### src/rtl/decode_stage.sv
// RV32I(+M, Zicsr) decoder with registered outputs; 1-cycle latency, 2-entry skid buffer.
// Backpressure: in_ready is the registered inverse of skid-valid; outputs hold while stalled.
module decode_stage #(
  parameter bit EN_M      = 1'b0,
  parameter bit EN_ZICSR  = 1'b1,
  parameter int ILL_CNT_W = 8
) (
  input  logic                 clk,
  input  logic                 rst,
  input  logic                 in_valid,
  output logic                 in_ready,
  input  logic [31:0]          in_instr,
  input  logic [31:0]          in_pc,
  input  logic                 flush,
  output logic                 out_valid,
  input  logic                 out_ready,
  output logic [31:0]          out_instr,
  output logic [31:0]          out_pc,
  output logic                 reg_write,
  output logic                 alu_src_a,
  output logic                 alu_src_b,
  output logic                 mem_write,
  output logic                 mem_read,
  output logic                 branch,
  output logic                 jump,
  output logic                 jump_lr,
  output logic                 mem_sign,
  output logic                 is_muldiv,
  output logic                 is_csr,
  output logic                 is_system,
  output logic                 illegal,
  output logic [1:0]           mem_to_reg,
  output logic [2:0]           imm_src,
  output logic [1:0]           alu_op,
  output logic [1:0]           mem_size,
  output logic [ILL_CNT_W-1:0] ill_count
);

  typedef struct packed {
    logic       reg_write;
    logic       alu_src_a;
    logic       alu_src_b;
    logic       mem_write;
    logic       mem_read;
    logic       branch;
    logic       jump;
    logic       jump_lr;
    logic       mem_sign;
    logic       is_muldiv;
    logic       is_csr;
    logic       is_system;
    logic       illegal;
    logic [1:0] mem_to_reg;
    logic [2:0] imm_src;
    logic [1:0] alu_op;
    logic [1:0] mem_size;
  } ctrl_t;

  typedef struct packed {
    logic [31:0] instr;
    logic [31:0] pc;
    ctrl_t       ctrl;
  } entry_t;

  localparam logic [6:0] OPC_LOAD   = 7'b0000011;
  localparam logic [6:0] OPC_FENCE  = 7'b0001111;
  localparam logic [6:0] OPC_OPIMM  = 7'b0010011;
  localparam logic [6:0] OPC_AUIPC  = 7'b0010111;
  localparam logic [6:0] OPC_STORE  = 7'b0100011;
  localparam logic [6:0] OPC_OP     = 7'b0110011;
  localparam logic [6:0] OPC_LUI    = 7'b0110111;
  localparam logic [6:0] OPC_BRANCH = 7'b1100011;
  localparam logic [6:0] OPC_JALR   = 7'b1100111;
  localparam logic [6:0] OPC_JAL    = 7'b1101111;
  localparam logic [6:0] OPC_SYSTEM = 7'b1110011;

  function automatic ctrl_t ctrl_default();
    ctrl_t c;
    c            = '0;
    c.mem_to_reg = 2'b01;
    c.mem_size   = 2'b10;
    c.mem_sign   = 1'b1;
    return c;
  endfunction

  logic [6:0] opc;
  logic [2:0] f3;
  logic [6:0] f7;
  ctrl_t      dec;

  assign opc = in_instr[6:0];
  assign f3  = in_instr[14:12];
  assign f7  = in_instr[31:25];

  always_comb begin
    dec = ctrl_default();
    case (opc)
      OPC_OP: begin
        dec.reg_write = 1'b1;
        dec.alu_src_a = 1'b1;
        dec.alu_op    = 2'b10;
        if (f7 == 7'b0000000) begin
          dec.illegal = 1'b0;
        end else if (f7 == 7'b0100000 && (f3 == 3'b000 || f3 == 3'b101)) begin
          dec.illegal = 1'b0;
        end else if (EN_M && f7 == 7'b0000001) begin
          dec.is_muldiv = 1'b1;
        end else begin
          dec.illegal = 1'b1;
        end
      end
      OPC_OPIMM: begin
        dec.reg_write = 1'b1;
        dec.alu_src_a = 1'b1;
        dec.alu_src_b = 1'b1;
        dec.alu_op    = 2'b10;
      end
      OPC_LOAD: begin
        dec.reg_write  = 1'b1;
        dec.alu_src_a  = 1'b1;
        dec.alu_src_b  = 1'b1;
        dec.mem_read   = 1'b1;
        dec.mem_to_reg = 2'b10;
        dec.mem_size   = f3[1:0];
        dec.mem_sign   = ~f3[2];
        if (f3 == 3'b011 || f3 == 3'b110 || f3 == 3'b111) dec.illegal = 1'b1;
      end
      OPC_STORE: begin
        dec.alu_src_a = 1'b1;
        dec.alu_src_b = 1'b1;
        dec.mem_write = 1'b1;
        dec.imm_src   = 3'b001;
        dec.mem_size  = f3[1:0];
        if (f3 > 3'b010) dec.illegal = 1'b1;
      end
      OPC_LUI: begin
        dec.reg_write = 1'b1;
        dec.alu_src_b = 1'b1;
        dec.imm_src   = 3'b100;
        dec.alu_op    = 2'b11;
      end
      OPC_AUIPC: begin
        dec.reg_write = 1'b1;
        dec.alu_src_b = 1'b1;
        dec.imm_src   = 3'b100;
      end
      OPC_BRANCH: begin
        dec.alu_src_b = 1'b1;
        dec.branch    = 1'b1;
        dec.imm_src   = 3'b010;
        dec.alu_op    = 2'b01;
        if (f3 == 3'b010 || f3 == 3'b011) dec.illegal = 1'b1;
      end
      OPC_JAL: begin
        dec.reg_write  = 1'b1;
        dec.jump       = 1'b1;
        dec.alu_src_b  = 1'b1;
        dec.mem_to_reg = 2'b00;
        dec.imm_src    = 3'b011;
      end
      OPC_JALR: begin
        dec.reg_write  = 1'b1;
        dec.jump_lr    = 1'b1;
        dec.alu_src_a  = 1'b1;
        dec.alu_src_b  = 1'b1;
        dec.mem_to_reg = 2'b00;
        if (f3 != 3'b000) dec.illegal = 1'b1;
      end
      OPC_SYSTEM: begin
        if (f3 == 3'b000) begin
          dec.is_system = 1'b1;
        end else if (EN_ZICSR && f3 != 3'b100) begin
          dec.reg_write  = 1'b1;
          dec.alu_src_a  = 1'b1;
          dec.mem_to_reg = 2'b11;
          dec.is_csr     = 1'b1;
        end else begin
          dec.illegal = 1'b1;
        end
      end
      OPC_FENCE: dec.illegal = 1'b0;
      default:   dec.illegal = 1'b1;
    endcase
    // An illegal instruction must never produce architectural side effects downstream.
    if (dec.illegal) begin
      dec.reg_write = 1'b0;
      dec.mem_write = 1'b0;
      dec.mem_read  = 1'b0;
      dec.branch    = 1'b0;
      dec.jump      = 1'b0;
      dec.jump_lr   = 1'b0;
      dec.is_csr    = 1'b0;
      dec.is_muldiv = 1'b0;
    end
  end

  entry_t                 main_q, main_d, skid_q, skid_d, new_entry;
  logic                   main_vld_q, main_vld_d, skid_vld_q, skid_vld_d;
  logic                   in_rdy_q;
  logic [ILL_CNT_W-1:0]   cnt_q, cnt_d;
  logic                   acc;

  assign new_entry = '{instr: in_instr, pc: in_pc, ctrl: dec};
  assign acc       = in_valid && in_rdy_q && !flush;

  always_comb begin
    main_d     = main_q;
    skid_d     = skid_q;
    main_vld_d = main_vld_q;
    skid_vld_d = skid_vld_q;
    cnt_d      = cnt_q;
    if (acc && dec.illegal && !(&cnt_q)) cnt_d = cnt_q + {{(ILL_CNT_W-1){1'b0}}, 1'b1};
    if (flush) begin
      main_vld_d = 1'b0;
      skid_vld_d = 1'b0;
    end else if (skid_vld_q) begin
      if (out_ready) begin
        main_d     = skid_q;
        skid_vld_d = 1'b0;
      end
    end else if (!main_vld_q || out_ready) begin
      main_vld_d = acc;
      if (acc) main_d = new_entry;
    end else if (acc) begin
      skid_d     = new_entry;
      skid_vld_d = 1'b1;
    end
  end

  always_ff @(posedge clk or posedge rst) begin
    if (rst) begin
      main_q     <= '{instr: '0, pc: '0, ctrl: ctrl_default()};
      skid_q     <= '{instr: '0, pc: '0, ctrl: ctrl_default()};
      main_vld_q <= 1'b0;
      skid_vld_q <= 1'b0;
      in_rdy_q   <= 1'b1;
      cnt_q      <= '0;
    end else begin
      main_q     <= main_d;
      skid_q     <= skid_d;
      main_vld_q <= main_vld_d;
      skid_vld_q <= skid_vld_d;
      in_rdy_q   <= ~skid_vld_d;
      cnt_q      <= cnt_d;
    end
  end

  assign in_ready   = in_rdy_q;
  assign out_valid  = main_vld_q;
  assign out_instr  = main_q.instr;
  assign out_pc     = main_q.pc;
  assign reg_write  = main_q.ctrl.reg_write;
  assign alu_src_a  = main_q.ctrl.alu_src_a;
  assign alu_src_b  = main_q.ctrl.alu_src_b;
  assign mem_write  = main_q.ctrl.mem_write;
  assign mem_read   = main_q.ctrl.mem_read;
  assign branch     = main_q.ctrl.branch;
  assign jump       = main_q.ctrl.jump;
  assign jump_lr    = main_q.ctrl.jump_lr;
  assign mem_sign   = main_q.ctrl.mem_sign;
  assign is_muldiv  = main_q.ctrl.is_muldiv;
  assign is_csr     = main_q.ctrl.is_csr;
  assign is_system  = main_q.ctrl.is_system;
  assign illegal    = main_q.ctrl.illegal;
  assign mem_to_reg = main_q.ctrl.mem_to_reg;
  assign imm_src    = main_q.ctrl.imm_src;
  assign alu_op     = main_q.ctrl.alu_op;
  assign mem_size   = main_q.ctrl.mem_size;
  assign ill_count  = cnt_q;

endmodule
### config.mk
export PLATFORM = sky130hd
export DESIGN_NAME = decode_stage
export DESIGN_NICKNAME = d
export VERILOG_FILES = /design/src/rtl/decode_stage.sv
export SDC_FILE = /design/constraint.sdc
export NUM_CORES = 1
export LEC_CHECK = 0
export ABC_AREA = 1
export BUFFER_PORTS_ARGS = -buffer_cell sky130_fd_sc_hd__buf_2
export CORE_MARGIN = 3
export CORE_UTILIZATION = 59
export DETAILED_ROUTE_END_ITERATION = 12
export PLACE_DENSITY = 0.87
export SYNTH_ARGS = -nofsm -noshare
export SYNTH_HDL_FRONTEND = slang
export SYNTH_SLANG_ARGS = --single-unit
### constraint.sdc
create_clock -name clk -period 13.1 [get_ports clk]
set_clock_uncertainty 0.2 [all_clocks]
set_input_delay 1.965 -clock clk [delete_from_list [all_inputs] [get_ports clk]]
set_output_delay 1.965 -clock clk [all_outputs]
set_load 0.1 [all_outputs]
==> reports/results.tsv <==
metric	value	unit
FF-to-FF End	mem_read	
synthesized area per cell	8.33	um^2
Final Hold Vio Count	0	
Buffers on Ports	163	
GRT overflow	0	
period utilization	32.7	%
DR vias	7152	
Die Ht	123	um
Final Max Slew Viols	0	
initial antenna violation count	0	
Yosys reg bits	181	
most common cell in the netlist	nand2_1	
setup TNS	0	ns
CP Max Fanout	72	
clk slew on worst S/H paths	0.07	ns
drt total wl	20.2	mm
Synth Cell Area	8130	um^2
Core ar.	13300	um^2
cts bufs inserted	17	
first-pass GRT wire length	32.5	mm
reg-to-reg slack, setup	9.57	ns
die width	123	um
fillers	1034	
TritonCTS clock tree	done	
layout cells sized above 1	23.6	%
vias in the first global route	6707	
fmax	0.233	GHz
CP endpoint kind	register	
Pwr per Cell Area	204	nW/um^2
DR DRC count	0	
DP Cell Count	1265	
ranking of synthesized cells by area	dfrtp_1, nand2_1, nor2_1, a31oi_1, dfstp_2	
Tmin final	4.29	ns
crit start category	primary input	
PostCTS Resize Cnt	0	
final antenna-violating net count	0	
main flop type after synthesis	dfrtp_1	
Hold Path Cell Cnt	2	
drt initial violations	740	
Seq/Total Area, Yosys	55.8	%
setup repair after global routing missed its margin	false	
drt pass-1 iters	5	
CTS Sinks	181	
HPWL Detailed	12.6	mm
Post-synth EDFFs	0	
Yosys cell types	35	
Required @ worst endpoint	13.27	ns
largest net degree at the start of global routing	88	
Most flops, register	skid_q	
worst-skew pair later-pin latency	0.43	ns
arrival time worst endpoint	4.46	ns
LEAKAGE	0.00490	uW
nets	1178	
vias per std cell	5.51	
cell area after placement	8960	um^2
routability congestion estimate from global placement	0.869	
cts-stage hold buffer count	0	
Total GRT Usage	27.3	%
Root Buffer	clkbuf_16	
hold crit path type	reg2reg	
Die ar.	15200	um^2
Design Area, Final	9600	um^2
Area Growth Syn to Fin	18.0	%
largest area contributor in the netlist	dfrtp_1	
critical path class	in2reg	
I/O pin count	165	
row cnt	42	
Final setup viols	0	
synthesized instance count	976	
setup bufs post-CTS	0	
Commonest cells post-synth	nand2_1, dfrtp_1, nor2_1	
Tightest Pin Transition	0.972	ns
maxcap violations	0	
max reg flops	85	
status	completed	
min-delay src	skid_q[84]	
Final Non-Filler Cells	1297	
Avg WL per Cell	15.6	um
Min-Delay Endpoint	skid_q[84]	
R2R depth	12	
Synth Warn #	0	
Initial Utilization	60.9	%
Yosys top cell area share	53.5	%
reg-to-reg startpoint	skid_vld_q	
Worst VDD drop	0.000111	V
H-Tree Depth	4	
Max-slew headroom	35.2	%
Clock Path Buffers	2	
asr flop ratio synth	100	%
Post-Syn Nets	1046	
worst max-delay path: stages:
cell and delay (ns):
buf_2 0.12, nor2_1 0.23, o21ai_2 0.08, buf_4 0.27, inv_4 0.51, buf_4 0.69
o21ai_0 0.23, a21oi_1 0.18, nand2_1 0.08, nand2_1 0.06
cells in the final DEF, fill, tap and decap left out, types with 6 or more instances in the layout:
cell	count
a21oi_1	23
nor2_2	6
inv_2	10
o21ai_0	35
buf_2	163
nor2_1	115
clkinvlp_4	6
dfstp_2	7
a31oi_1	67
inv_1	16
buf_4	8
nand2_2	15
clkbuf_16	17
dfrtp_1	173
nand3_1	15
nand2_1	394
stage by stage:
stage	util [%]	setup slack, ns	hold WS, ns	total power [uW]
floorplan	-	6.03	0.242	1290
global placement	67.1	8.50	0.252	1400
detailed placement	67.1	8.41	0.258	1420
CTS	71.9	8.83	0.274	1960
global route	71.9	8.49	0.282	2030
finish	71.9	8.81	0.273	1950
worst max path at each step:
| stage | slack, ns | startpoint | to | cells after the start |
|---|---|---|---|---|
| 2_1_floorplan | 6.03 | rst | alu_op[0] | 1 |
| 3_3_place_gp | 8.50 | flush | mem_read | 10 |
| 3_5_place_dp | 8.41 | flush | skid_q[1] | 8 |
| 4_1_cts | 8.83 | flush | mem_read | 10 |
| 5_1_grt | 8.49 | flush | mem_read | 10 |
| 6_report | 8.81 | flush | mem_read | 10 |
final cells by class:
class,count,area [um^2],share of cell area (%)
flip-flops and latches,181,4540,47.3
multi-input cells,709,3210,33.5
repair buffers,171,876,9.13
clock buffers,19,453,4.72
well taps,176,220,2.29
clock inverters,12,179,1.86
inverters,28,113,1.17
diodes,1,2.50,0.0261
power breakdown:
group,internal [uW],switching [uW],leakage (uW)
registers,672,67.7,0.00220
logic,111,562,0.00241
clock network,328,213,0.000289
total,1110,842,0.00490
kinds of logic after synthesis:
kind of cell	count (synthesis)	synth area share [%]
simple gates	565	28.8
flops	181	55.8
compound gates	136	9.77
buf+inv	86	4.75
xor+xnor	6	0.646
fa+ha+maj	1	0.154
other cells	1	0.0461
per-layer routing:
metal | GRT usage [%] | part of all wire [%] | vias to the layer above
li1 | - | - | 3370
met1 | 35.6 | 41 | 3472
met2 | 44.9 | 51 | 278
met3 | 5.63 | 6.3 | 32
met4 | 10.9 | 2.1 | 0
met5 | 0 | 0 | -
No activity file was read; power rests on OpenSTA's default activity.
